--- config.mk ---
export PLATFORM = sky130hd
export DESIGN_NAME = vga_timing_monitor
export DESIGN_NICKNAME = d
export VERILOG_FILES = /design/src/rtl/vga_timing_monitor.sv
export SDC_FILE = /design/constraint.sdc
export NUM_CORES = 1
export LEC_CHECK = 0
export CAP_MARGIN = 30
export CORE_UTILIZATION = 55
export DETAILED_ROUTE_END_ITERATION = 12
export GPL_ROUTABILITY_DRIVEN = 1
export PLACE_DENSITY = 0.8
export SETUP_SLACK_MARGIN = 0.05
export SYNTH_ARGS = -nofsm -noshare
export SYNTH_HDL_FRONTEND = slang
export SYNTH_SLANG_ARGS = --single-unit
--- constraint.sdc ---
create_clock -name clk -period 4.15 [get_ports clk]
set_input_delay 1.245 -clock clk [delete_from_list [all_inputs] [get_ports clk]]
set_output_delay 1.245 -clock clk [all_outputs]
set_load 0.005 [all_outputs]
--- src/rtl/vga_timing_monitor.sv ---
// ============================================================================
// Module      : vga_timing_monitor
// Description : Passive VGA stream monitor. Samples hsync/vsync/RGB on the
//               pixel strobe and measures line length, hsync width, lines per
//               frame and vsync width against the configured mode. It also
//               checks for black blanking, and declares lock after a run of
//               clean frames.
//               Optional feature macro: VGA_MON_CHECKSUM_EN. When it is
//               defined, a per-frame checksum of the active pixels is
//               reported on frame_sum. Otherwise frame_sum is tied to 0.
// Revision    : 1.0 - initial release
// ============================================================================
`default_nettype none

module vga_timing_monitor #(
    parameter int COLOR_W     = 4,
    parameter int H_ACTIVE    = 640,
    parameter int H_FP        = 16,
    parameter int H_SYNC      = 96,
    parameter int H_BP        = 48,
    parameter int V_ACTIVE    = 480,
    parameter int V_FP        = 10,
    parameter int V_SYNC      = 2,
    parameter int V_BP        = 33,
    parameter int SYNC_POL    = 0,
    parameter int LOCK_FRAMES = 2,
    parameter int CNT_W       = 12
) (
    input  logic               clk,
    input  logic               rst,
    input  logic               pix_en,
    input  logic               hsync,
    input  logic               vsync,
    input  logic [COLOR_W-1:0] red,
    input  logic [COLOR_W-1:0] green,
    input  logic [COLOR_W-1:0] blue,
    input  logic               err_clr,
    output logic               locked,
    output logic               frame_done,
    output logic               err_htotal,
    output logic               err_hsync,
    output logic               err_vtotal,
    output logic               err_vsync,
    output logic               err_blank,
    output logic [15:0]        frame_cnt,
    output logic [31:0]        frame_sum
);

    localparam int C_RGB_W = 3 * COLOR_W;

    // Measurement constants are CNT_W+1 wide. A saturated counter plus one
    // then can never alias a legal total.
    localparam logic [CNT_W:0]   C_H_TOTAL   = (CNT_W+1)'(H_ACTIVE + H_FP + H_SYNC + H_BP);
    localparam logic [CNT_W:0]   C_V_TOTAL   = (CNT_W+1)'(V_ACTIVE + V_FP + V_SYNC + V_BP);
    localparam logic [CNT_W:0]   C_H_SYNC_W  = (CNT_W+1)'(H_SYNC);
    localparam logic [CNT_W:0]   C_V_SYNC_W  = (CNT_W+1)'(V_SYNC);
    localparam logic [CNT_W:0]   C_H_ACT_LO  = (CNT_W+1)'(H_SYNC + H_BP);
    localparam logic [CNT_W:0]   C_H_ACT_HI  = (CNT_W+1)'(H_SYNC + H_BP + H_ACTIVE);
    localparam logic [CNT_W:0]   C_V_ACT_LO  = (CNT_W+1)'(V_SYNC + V_BP);
    localparam logic [CNT_W:0]   C_V_ACT_HI  = (CNT_W+1)'(V_SYNC + V_BP + V_ACTIVE);
    localparam logic [CNT_W-1:0] C_CNT_MAX   = '1;
    localparam logic [CNT_W-1:0] C_CNT_ONE   = CNT_W'(1);
    localparam logic [3:0]       C_LOCK_FRMS = 4'(LOCK_FRAMES);
    localparam logic             C_SYNC_ACT  = (SYNC_POL != 0);

    typedef enum logic [1:0] {
        ST_SEEK    = 2'd0,
        ST_MEASURE = 2'd1,
        ST_LOCKED  = 2'd2
    } state_t;

    // Input sampling pipeline: stage 1 holds the pixel under evaluation.
    // Stage 2 holds the previous pixel's sync levels for edge detection.
    logic               hs_s1_q, hs_s1_d, hs_s2_q, hs_s2_d;
    logic               vs_s1_q, vs_s1_d, vs_s2_q, vs_s2_d;
    logic [C_RGB_W-1:0] rgb_q, rgb_d;

    // Position and width counters
    logic [CNT_W-1:0]   hcnt_q, hcnt_d;
    logic [CNT_W-1:0]   vcnt_q, vcnt_d;
    logic [CNT_W-1:0]   vsw_q, vsw_d;

    // Frame qualification state
    state_t             state_q, state_d;
    logic [3:0]         good_cnt_q, good_cnt_d;
    logic               frame_bad_q, frame_bad_d;
    logic               locked_q, locked_d;
    logic               frame_done_q, frame_done_d;
    logic [15:0]        frame_cnt_q, frame_cnt_d;
    logic               err_htotal_q, err_htotal_d;
    logic               err_hsync_q, err_hsync_d;
    logic               err_vtotal_q, err_vtotal_d;
    logic               err_vsync_q, err_vsync_d;
    logic               err_blank_q, err_blank_d;

    // Combinational decode
    logic               w_hs_act, w_hs_prev_act, w_hs_lead, w_hs_trail;
    logic               w_vs_act, w_vs_prev_act, w_vs_lead, w_vs_trail;
    logic [CNT_W-1:0]   w_hpos, w_vpos;
    logic [CNT_W:0]     w_hlen, w_vlen;
    logic               w_in_active;
    logic               w_checking;
    logic               w_err_htotal, w_err_hsync, w_err_vtotal, w_err_vsync, w_err_blank;
    logic [3:0]         w_good_inc;
    logic               w_prev_bad;

    // Edge detection, pixel position and per-tick error detection
    always_comb begin
        w_hs_act      = (hs_s1_q == C_SYNC_ACT);
        w_hs_prev_act = (hs_s2_q == C_SYNC_ACT);
        w_vs_act      = (vs_s1_q == C_SYNC_ACT);
        w_vs_prev_act = (vs_s2_q == C_SYNC_ACT);
        w_hs_lead     = w_hs_act & ~w_hs_prev_act;
        w_hs_trail    = ~w_hs_act & w_hs_prev_act;
        w_vs_lead     = w_vs_act & ~w_vs_prev_act;
        w_vs_trail    = ~w_vs_act & w_vs_prev_act;

        // Position of the stage-1 pixel; the edge pixel itself is position 0
        if (w_hs_lead) begin
            w_hpos = '0;
        end else if (hcnt_q == C_CNT_MAX) begin
            w_hpos = hcnt_q;
        end else begin
            w_hpos = hcnt_q + C_CNT_ONE;
        end

        if (w_vs_lead) begin
            w_vpos = '0;
        end else if (w_hs_lead && (vcnt_q != C_CNT_MAX)) begin
            w_vpos = vcnt_q + C_CNT_ONE;
        end else begin
            w_vpos = vcnt_q;
        end

        // Length of the line or frame that the current edge terminates. The
        // coincident hsync edge closes the last line of the frame.
        w_hlen = (CNT_W+1)'(hcnt_q) + (CNT_W+1)'(1);
        w_vlen = (CNT_W+1)'(vcnt_q) + (CNT_W+1)'(w_hs_lead);

        w_in_active = ((CNT_W+1)'(w_hpos) >= C_H_ACT_LO) && ((CNT_W+1)'(w_hpos) < C_H_ACT_HI) &&
                      ((CNT_W+1)'(w_vpos) >= C_V_ACT_LO) && ((CNT_W+1)'(w_vpos) < C_V_ACT_HI);

        w_checking   = pix_en && (state_q != ST_SEEK);
        w_err_htotal = w_checking && w_hs_lead  && (w_hlen != C_H_TOTAL);
        w_err_hsync  = w_checking && w_hs_trail && (w_hlen != C_H_SYNC_W);
        w_err_vtotal = w_checking && w_vs_lead  && (w_vlen != C_V_TOTAL);
        w_err_vsync  = w_checking && w_vs_trail && ((CNT_W+1)'(vsw_q) != C_V_SYNC_W);
        w_err_blank  = w_checking && !w_in_active && (|rgb_q);

        w_good_inc   = (good_cnt_q == 4'd15) ? good_cnt_q : good_cnt_q + 4'd1;
    end

    // Input pipeline and counters advance only on the pixel strobe
    always_comb begin
        hs_s1_d = hs_s1_q;
        hs_s2_d = hs_s2_q;
        vs_s1_d = vs_s1_q;
        vs_s2_d = vs_s2_q;
        rgb_d   = rgb_q;
        hcnt_d  = hcnt_q;
        vcnt_d  = vcnt_q;
        vsw_d   = vsw_q;
        if (pix_en) begin
            hs_s1_d = hsync;
            hs_s2_d = hs_s1_q;
            vs_s1_d = vsync;
            vs_s2_d = vs_s1_q;
            rgb_d   = {red, green, blue};
            hcnt_d  = w_hpos;
            vcnt_d  = w_vpos;
            // vsync width in lines: hsync edges seen while vsync is asserted
            if (w_vs_lead) begin
                vsw_d = w_hs_lead ? C_CNT_ONE : '0;
            end else if (w_vs_act && w_hs_lead && (vsw_q != C_CNT_MAX)) begin
                vsw_d = vsw_q + C_CNT_ONE;
            end
            // Measurement starts from a clean origin when leaving SEEK
            if ((state_q == ST_SEEK) && w_vs_lead) begin
                hcnt_d = '0;
                vcnt_d = '0;
            end
        end
    end

    // Frame qualification FSM, sticky error flags and frame counting
    always_comb begin
        state_d      = state_q;
        good_cnt_d   = good_cnt_q;
        frame_bad_d  = frame_bad_q;
        locked_d     = locked_q;
        frame_done_d = 1'b0;
        frame_cnt_d  = frame_cnt_q;
        w_prev_bad   = 1'b0;

        // A new error in the same cycle as err_clr leaves the flag set
        err_htotal_d = (err_htotal_q & ~err_clr) | w_err_htotal;
        err_hsync_d  = (err_hsync_q  & ~err_clr) | w_err_hsync;
        err_vtotal_d = (err_vtotal_q & ~err_clr) | w_err_vtotal;
        err_vsync_d  = (err_vsync_q  & ~err_clr) | w_err_vsync;
        err_blank_d  = (err_blank_q  & ~err_clr) | w_err_blank;

        if (pix_en) begin
            case (state_q)
                ST_SEEK: begin
                    if (w_vs_lead) begin
                        state_d     = ST_MEASURE;
                        good_cnt_d  = '0;
                        frame_bad_d = 1'b0;
                    end
                end
                ST_MEASURE, ST_LOCKED: begin
                    if (w_vs_lead) begin
                        // The line closed by this edge belongs to the ending frame.
                        // The edge pixel belongs to the new frame.
                        w_prev_bad   = frame_bad_q | w_err_htotal | w_err_vtotal |
                                       w_err_hsync | w_err_vsync;
                        frame_done_d = 1'b1;
                        frame_bad_d  = w_err_blank;
                        if (w_prev_bad) begin
                            good_cnt_d = '0;
                            locked_d   = 1'b0;
                            state_d    = ST_MEASURE;
                        end else begin
                            frame_cnt_d = frame_cnt_q + 16'd1;
                            good_cnt_d  = w_good_inc;
                            if (w_good_inc >= C_LOCK_FRMS) begin
                                state_d  = ST_LOCKED;
                                locked_d = 1'b1;
                            end
                        end
                    end else begin
                        frame_bad_d = frame_bad_q | w_err_htotal | w_err_hsync |
                                      w_err_vsync | w_err_blank;
                    end
                end
                default: begin
                    state_d = ST_SEEK;
                end
            endcase
        end
    end

    // State register with synchronous reset; sync pipeline resets to idle level
    always_ff @(posedge clk) begin
        if (rst) begin
            hs_s1_q      <= ~C_SYNC_ACT;
            hs_s2_q      <= ~C_SYNC_ACT;
            vs_s1_q      <= ~C_SYNC_ACT;
            vs_s2_q      <= ~C_SYNC_ACT;
            rgb_q        <= '0;
            hcnt_q       <= '0;
            vcnt_q       <= '0;
            vsw_q        <= '0;
            state_q      <= ST_SEEK;
            good_cnt_q   <= '0;
            frame_bad_q  <= 1'b0;
            locked_q     <= 1'b0;
            frame_done_q <= 1'b0;
            frame_cnt_q  <= '0;
            err_htotal_q <= 1'b0;
            err_hsync_q  <= 1'b0;
            err_vtotal_q <= 1'b0;
            err_vsync_q  <= 1'b0;
            err_blank_q  <= 1'b0;
        end else begin
            hs_s1_q      <= hs_s1_d;
            hs_s2_q      <= hs_s2_d;
            vs_s1_q      <= vs_s1_d;
            vs_s2_q      <= vs_s2_d;
            rgb_q        <= rgb_d;
            hcnt_q       <= hcnt_d;
            vcnt_q       <= vcnt_d;
            vsw_q        <= vsw_d;
            state_q      <= state_d;
            good_cnt_q   <= good_cnt_d;
            frame_bad_q  <= frame_bad_d;
            locked_q     <= locked_d;
            frame_done_q <= frame_done_d;
            frame_cnt_q  <= frame_cnt_d;
            err_htotal_q <= err_htotal_d;
            err_hsync_q  <= err_hsync_d;
            err_vtotal_q <= err_vtotal_d;
            err_vsync_q  <= err_vsync_d;
            err_blank_q  <= err_blank_d;
        end
    end

`ifdef VGA_MON_CHECKSUM_EN
    logic [31:0] sum_q, sum_d;
    logic [31:0] frame_sum_q, frame_sum_d;

    // Rotate-and-add checksum over active pixels, published at each frame_done
    always_comb begin
        sum_d       = sum_q;
        frame_sum_d = frame_sum_q;
        if (pix_en && (state_q == ST_SEEK) && w_vs_lead) begin
            sum_d = '0;
        end else if (frame_done_d) begin
            frame_sum_d = sum_q;
            sum_d       = '0;
        end else if (w_checking && w_in_active) begin
            sum_d = {sum_q[30:0], sum_q[31]} + 32'(rgb_q);
        end
    end

    // Checksum registers
    always_ff @(posedge clk) begin
        if (rst) begin
            sum_q       <= '0;
            frame_sum_q <= '0;
        end else begin
            sum_q       <= sum_d;
            frame_sum_q <= frame_sum_d;
        end
    end

    assign frame_sum = frame_sum_q;
`else
    assign frame_sum = 32'd0;
`endif

    assign locked     = locked_q;
    assign frame_done = frame_done_q;
    assign err_htotal = err_htotal_q;
    assign err_hsync  = err_hsync_q;
    assign err_vtotal = err_vtotal_q;
    assign err_vsync  = err_vsync_q;
    assign err_blank  = err_blank_q;
    assign frame_cnt  = frame_cnt_q;

endmodule

`default_nettype wire
==> flow_summary_export.csv, run 1 <==
group,metric,value,unit
logic_synthesis,yosys_most_used_dff,"dfxtp_1",
timing,tightest_slew,1.02,ns
pwr,total_power,1.63,mW
logic_synthesis,synth-async-reset-ratio,0,%
global_routing,grt-ovfl-total,0,
clocking,holdBufCountCts,0,
pwr,power.leakage,2.07,nW
logic_synthesis,yosys.area_share.xor_xnor,2.56,%
placed_design,place_ws,0.724,ns
logic_synthesis,ys_seq_elements,82,
logic_synthesis,synth_mux_area_share,4.87,%
clocking,h-tree-depth,3,
timing,maxSlewViolCount,0,
clocking,numCtsBuffers,9,
clocking,path_clk_slew,0.10,ns
clocking,root_buffer,"clkbuf_8",
timing,finalHoldViolCount,0,
critical_path,start_kind,"flip-flop",
logic_synthesis,synth.avg_cell_area,8.01,um^2
route,wl_per_cell,16.0,um
clocking,cts_tree,"done",
global_routing,antenna_found_initial,0,
clocking,clockBufferDepth,2,
timing,finalSetupViolations,0,
cells_and_area,drive_gt1_share,6.97,%
cells_and_area,syn2layout_area_growth,9.30,%
logic_synthesis,ys_types,77,
logic_synthesis,synth_edf_count,0,
logic_synthesis,synth_area_leaders,"dfxtp_1 (32%), buf_4 (5.1%), nor2_1 (4.8%)",
critical_path,arrival,3.73,ns
route,route.detailed.drc,0,
pwr,power.density,290,mW/mm^2
critical_path,critPathKind,"flip-flop to flip-flop",
route,viasPerCell,6.25,
timing,fin_crit_sh,83.7,%
die,floorplan.initialDensity,57.8,%
die,die_area,0.00973,mm^2
global_routing,grt_pass1_wl,21100,um
timing,skew,0.0188,ns
logic_synthesis,synth-compound-area-share,19.3,%
logic_synthesis,yosysSeqAreaShare,32.0,%
timing,rsz0062_at_grt,"false",
cells_and_area,finalNetCount,684,
clocking,ctsResizeCount,0,
route,via_count,4798,
critical_path,crit_required,4.41,ns
timing,hold_ws,0.481,ns
timing,relSlewSlack,32.0,%
logic_synthesis,synth_top_family_by_area,"simple AND/OR/NAND/NOR gates",
timing,fin_setup_tns,0,ns
cells_and_area,final_cells,768,
timing,fmax,0.288,GHz
die,die_y,98.6,um
route,drt_iter0_markers,288,
run,cap_viol_max_count,0,
timing,setup_ws,0.678,ns
logic_synthesis,syn_inst,641,
logic_synthesis,yosysWarnings,0,
clocking,clkLatencyLatePin,0.36,ns
clocking,cts_num_sinks,82,
placed_design,place_congestion,0.882,
global_routing,grt_max_degree,68,
placed_design,portBuffers,40,
critical_path,crit_path_end_kind,"flip-flop",
outcome,status,"complete, no violations",
logic_synthesis,synth_top_area_share,32.0,%
placed_design,place_hpwl,8600,um
route,dr.pass1.iters,5,
placed_design,place_inst,752,
clocking,post_cts_buffers,0,
die,fp-row-count,34,
logic_synthesis,synth-simple-area-share,29.2,%
global_routing,grt_usage,26.6,%
global_routing,grt_pass1_vias,4404,
die,pin_count,73,
logic_synthesis,yosys.area.top_type,"dfxtp_1",
timing,fin_crit,3.47,ns
critical_path,cp_max_fo,21,
worst_hold_path,hold_class,"flip-flop to flip-flop",
logic_synthesis,syn_area,0.00514,mm^2
cells_and_area,antenna-diode-count,0,
route,ant_nets,0,
pwr,worst_ir_drop_vdd,0.242,mV
route,drt_wl_total,12300,um
die,die_w,98.6,um
die,core_area,0.00889,mm^2
logic_synthesis,synthAdderAreaFrac,2.68,%
[power by group]
part / leakage [nW] / internal, mW / total [mW] / switching (mW)
combinational: 1.28 / 0.0508 / 0.136 / 0.0853
sequential: 0.664 / 0.800 / 0.813 / 0.0131
clock: 0.118 / 0.352 / 0.680 / 0.328
total: 2.07 / 1.20 / 1.63 / 0.426
[cell families after synthesis]
family,Yosys count
and+or+nand+nor,280
AOI/OAI and AO/OA,142
buffers and inverters,86
DFF,82
muxes,24
xor gates and xnor gates,15
adders and majority gates,11
other,1
[sequential cells by signal, indices dropped and copies added, names as in the netlist]
| register | count |
|---|---|
| rgb_q | 12 |
| err_vtotal | 1 |
| err_htotal | 1 |
| state_q | 2 |
| frame_cnt | 16 |
| hs_s1_q | 1 |
| err_vsync | 1 |
| frame_bad_q | 1 |
| err_blank | 1 |
| hs_s2_q | 1 |
| locked | 1 |
| vcnt_q | 12 |
| err_hsync | 1 |
| vsw_q | 12 |
| vs_s1_q | 1 |
| hcnt_q | 12 |
| vs_s2_q | 1 |
| frame_done | 1 |
| good_cnt_q | 4 |
[routing by layer]
layer / part of all wire [%] / track usage, %
met5: 0 / 0
met4: 1.5 / 9.07
met3: 5.5 / 3.62
met2: 47 / 43.6
met1: 46 / 36.2
[final timing paths]
check / endpoint / from / cells past startpoint / slack [ns]
max: frame_cnt[5]$_SDFFE_PP0P_ / hs_s1_q$_SDFFE_PP1P_ / 11 / 0.68
min: err_blank$_SDFF_PP0_ / err_blank$_SDFF_PP0_ / 2 / 0.48
max reg2reg: frame_cnt[5]$_SDFFE_PP0P_ / hs_s1_q$_SDFFE_PP1P_ / 11 / 0.68
min reg2reg: err_blank$_SDFF_PP0_ / err_blank$_SDFF_PP0_ / 2 / 0.48
[area by class of cell]
cell class / instances / area (um^2)
Sequential cell: 82 / 1640
Clock inverter: 7 / 111
Multi-Input combinational cell: 504 / 3130
Tap cell: 108 / 135
Fill cell: 772 / 3280
Clock buffer: 9 / 124
Inverter: 14 / 52.6
Timing Repair Buffer: 44 / 420
[worst max-delay path, cell delays in order (launching register included)]
cell and delay [ns]:
dfxtp_1 0.43, nand2b_1 0.31, clkinv_1 0.14, ha_1 0.26
ha_1 0.28, nor3b_1 0.17, nand2_1 0.08, a221oi_1 0.30
a31o_2 0.25, nand2_1 0.37, nor4_1 0.43, mux2_2 0.37
[metrics by stage]
stage | util, % | instance area (um^2)
after floorplan | - | 5250
after global placement | 60.5 | 5380
after detailed placement | 60.5 | 5380
after CTS | 63.2 | 5620
after global routing | 63.2 | 5620
final | 63.2 | 5620
[synth_stat cells (5+ instances only)]
| cell | count |
|---|---|
| nor4_1 | 10 |
| a21oi_1 | 34 |
| or4_1 | 7 |
| a211oi_1 | 9 |
| o31ai_1 | 13 |
| nor3_1 | 14 |
| or3_1 | 5 |
| nand2b_1 | 9 |
| and4_1 | 7 |
| clkbuf_1 | 21 |
| nor2b_1 | 12 |
| o21ai_0 | 25 |
| or2_2 | 6 |
| mux2i_1 | 19 |
| a31oi_1 | 9 |
| nand4_1 | 14 |
| xnor2_1 | 7 |
| buf_4 | 35 |
| dfxtp_1 | 82 |
| nor2_1 | 66 |
| inv_1 | 13 |
| buf_2 | 10 |
| a22oi_1 | 7 |
| nand2_1 | 59 |
| nand3_1 | 31 |
| ha_1 | 11 |
| and3_1 | 12 |
| xor2_1 | 8 |
| nor3b_1 | 5 |
[placed cells by master, fill, tap and decap left out, types with 8 or more instances in the layout]
| cell type | instances |
|---|---|
| a211oi_1 | 9 |
| a21oi_1 | 34 |
| a31oi_1 | 9 |
| and3_1 | 12 |
| clkbuf_8 | 9 |
| clkdlybuf4s50_1 | 38 |
| conb_1 | 32 |
| dfxtp_1 | 82 |
| ha_1 | 11 |
| inv_1 | 13 |
| mux2i_1 | 19 |
| nand2_1 | 59 |
| nand2b_1 | 9 |
| nand3_1 | 31 |
| nand4_1 | 14 |
| nor2_1 | 66 |
| nor2b_1 | 12 |
| nor3_1 | 14 |
| nor4_1 | 10 |
| o21ai_0 | 25 |
| o31ai_1 | 13 |
| xor2_1 | 8 |
Power figures use the tool's default switching activity.
==> run 2: changes to the inputs <==
- CORE_UTILIZATION: 55 -> 50
- PLACE_DENSITY: 0.8 -> 0.77
- clock period: 4.15 -> 3.1 ns (I/O delays scaled with it)
==> run 2 against run 1 <==
Compared with the run above: sequential share of layout area decreased by 1.2 points; clock skew decreased by 0.0055 ns; worst hold slack improved by 0.010 ns; routed wire length increased by 3.7%; setup slack got worse by 0.52 ns; critical endpoint is now err_blank$_SDFF_PP0_; largest cell class unchanged; highest routed layer unchanged.
==> flow_summary_export.csv, run 2 (synthesis results as in run 1) <==
group,metric,value,unit
outcome,status,"complete, no violations",
cells_and_area,mostFrequentLayoutCells,"dfxtp_1 (82), nor2_1 (65), nand2_1 (58)",
timing,rsz0062_at_grt,"true",
cells_and_area,antenna-diode-count,0,
cells_and_area,fillers,863,
placed_design,place_congestion,0.936,
die,core_area,0.00986,mm^2
pwr,swShare,26.2,%
placed_design,portBuffers,40,
timing,relSlewSlack,54.9,%
critical_path,crit_end,"err_blank$_SDFF_PP0_",
route,via_count,4890,
clocking,h-tree-depth,3,
route,ant_nets,0,
critical_path,path_cells,"and4_1 -> nand3_4 -> mux2_4 -> o31a_1 -> or4b_1 -> a311oi_2 -> o32ai_1",
timing,finalSetupViolations,0,
critical_path,critPathLaunch,"vcnt_q[4]$_SDFFE_PP0P_",
critical_path,crit_required,3.33,ns
critical_path,arrival,3.17,ns
cells_and_area,drive_gt1_share,11.3,%
pwr,combinationalPowerShare,9.4,%
critical_path,start_kind,"flip-flop",
pwr,p_sw,0.549,mW
timing,fin_crit_sh,94.8,%
pwr,pwr-share-seq,51.7,%
cells_and_area,final_cells,822,
worst_hold_path,hold_class,"flip-flop to flip-flop",
run,cap_viol_max_count,0,
clocking,clockBufferDepth,2,
timing,maxSlewViolCount,0,
critical_path,cp_max_fo,8,
global_routing,grt_usage,25.3,%
timing,fin_setup_tns,0,ns
pwr,pwr-share-clk,38.8,%
global_routing,grt_pass1_vias,4473,
placed_design,place_area,0.00563,mm^2
die,floorplan.initialDensity,52.1,%
route,route.detailed.drc,0,
cells_and_area,final_cell_area,0.00586,mm^2
critical_path,crit_path_end_kind,"flip-flop",
route,wl_per_cell,15.5,um
cells_and_area,syn2layout_area_growth,14.1,%
die,die_w,103,um
pwr,power.leakage,2.19,nW
route,drt_wl_total,12700,um
cells_and_area,final_common_cell,"dfxtp_1",
critical_path,r2r_cells,7,
clocking,numCtsBuffers,9,
critical_path,regToRegSetupSlack,0.16,ns
cells_and_area,seq_area,0.00164,mm^2
route,drt_iter0_markers,334,
cells_and_area,multi_input_area,0.00316,mm^2
pwr,power.density,357,mW/mm^2
critical_path,crit_slowest_cell,"or4b_1",
clocking,cts_num_sinks,82,
placed_design,place_hpwl,9120,um
cells_and_area,finalNetCount,713,
global_routing,antenna_found_initial,0,
clocking,root_buffer,"clkbuf_8",
timing,tightest_slew,0.676,ns
global_routing,grt-ovfl-total,0,
pwr,worst_ir_drop_vdd,0.259,mV
clocking,path_clk_slew,0.09,ns
die,pin_count,73,
die,die_area,0.0107,mm^2
critical_path,slowest_delay,0.55,ns
critical_path,worstReg2RegStart,"vcnt_q[4]$_SDFFE_PP0P_",
global_routing,grt_max_degree,58,
route,dr.pass1.iters,7,
global_routing,grt_pass1_wl,21400,um
pwr,p_int,1.55,mW
clocking,clkLatencyLatePin,0.37,ns
die,fp-row-count,36,
die,die_y,103,um
cells_and_area,largest_register_ffs,16,
route,viasPerCell,5.95,
critical_path,rr_endpoint,"err_blank$_SDFF_PP0_",
timing,finalHoldViolCount,0,
critical_path,critPathKind,"flip-flop to flip-flop",
timing,skew,0.0133,ns
placed_design,place_inst,806,
timing,fmax,0.340,GHz
timing,fin_crit,2.94,ns
clocking,cts_tree,"done",
clocking,post_cts_buffers,0,
==> run 2: how the worst min path moves through the flow <==
stage,from,end,slack [ns],depth (start not counted)
after floorplan,state_q[1]$_SDFFE_PP0P_,state_q[1]$_SDFFE_PP0P_,0.45,2
after global placement,state_q[1]$_SDFFE_PP0P_,state_q[1]$_SDFFE_PP0P_,0.46,2
after detailed placement,state_q[1]$_SDFFE_PP0P_,state_q[1]$_SDFFE_PP0P_,0.48,2
after CTS,state_q[1]$_SDFFE_PP0P_,state_q[1]$_SDFFE_PP0P_,0.49,2
after global routing,good_cnt_q[3]$_SDFFE_PP0P_,good_cnt_q[3]$_SDFFE_PP0P_,0.52,2
final,state_q[1]$_SDFFE_PP0P_,state_q[1]$_SDFFE_PP0P_,0.49,2
==> run 2: through the flow <==
step	worst slack, ns	power, mW	hold slack [ns]	utilization (%)
2_1_floorplan	0.0909	1.26	0.448	-
3_3_place_gp	0.223	1.30	0.464	57.1
3_5_place_dp	0.119	1.30	0.480	57.1
4_1_cts	0.0863	2.11	0.492	59.1
5_1_grt	0.0239	2.18	0.516	59.4
6_report	0.160	2.09	0.492	59.4
==> run 2: what timing repair did <==
| item | CTS | global route |
|---|---|---|
| hold buffers | 0 | 0 |
| hold endpoints to repair | 0 | 0 |
| setup endpoints to repair | 0 | 14 |
| gates resized for setup | 0 | 5 |
==> run 2: critical path, delay by kind of cell (launching register included) <==
family	cells	cell delay, ns
and+or+nand+nor	3	1.17
AOI/OAI and AO/OA	3	0.84
DFF	1	0.49
muxes	1	0.32
==> run 2: routing by layer <==
layer / vias to the layer above / track usage, % / wire (um)
li1: 2372 / - / -
met1: 2293 / 33.4 / 5620
met2: 197 / 41.1 / 6030
met3: 28 / 5.04 / 792
met4: 0 / 9.32 / 257
met5: - / 0 / 0
==> run 2: power groups by stage <==
stage / logic (mW) / registers, mW / clock network, mW
6_report: 0.198 / 1.08 / 0.813
5_1_grt: 0.223 / 1.09 / 0.875
4_1_cts: 0.195 / 1.08 / 0.831
3_5_place_dp: 0.194 / 1.11 / 0
3_3_place_gp: 0.190 / 1.11 / 0
2_1_floorplan: 0.156 / 1.11 / 0
==> run 2: cell type report <==
type / instances / share of cell area (%)
timing repair buffer: 73 / 10.9
sequential: 82 / 28.0
tap: 133 / 2.84
multi-input combinational: 504 / 53.9
clock inverter: 5 / 1.09
inverter: 14 / 0.897
clock buffer: 11 / 2.41
==> run 3: changes to the inputs <==
- ABC_CLOCK_PERIOD_IN_PS: not set -> 3100
- SKIP_CTS_REPAIR_TIMING: not set -> 1
==> results of run 3 <==
No change in the layout: final DEF, timing and power equal those of run 2.
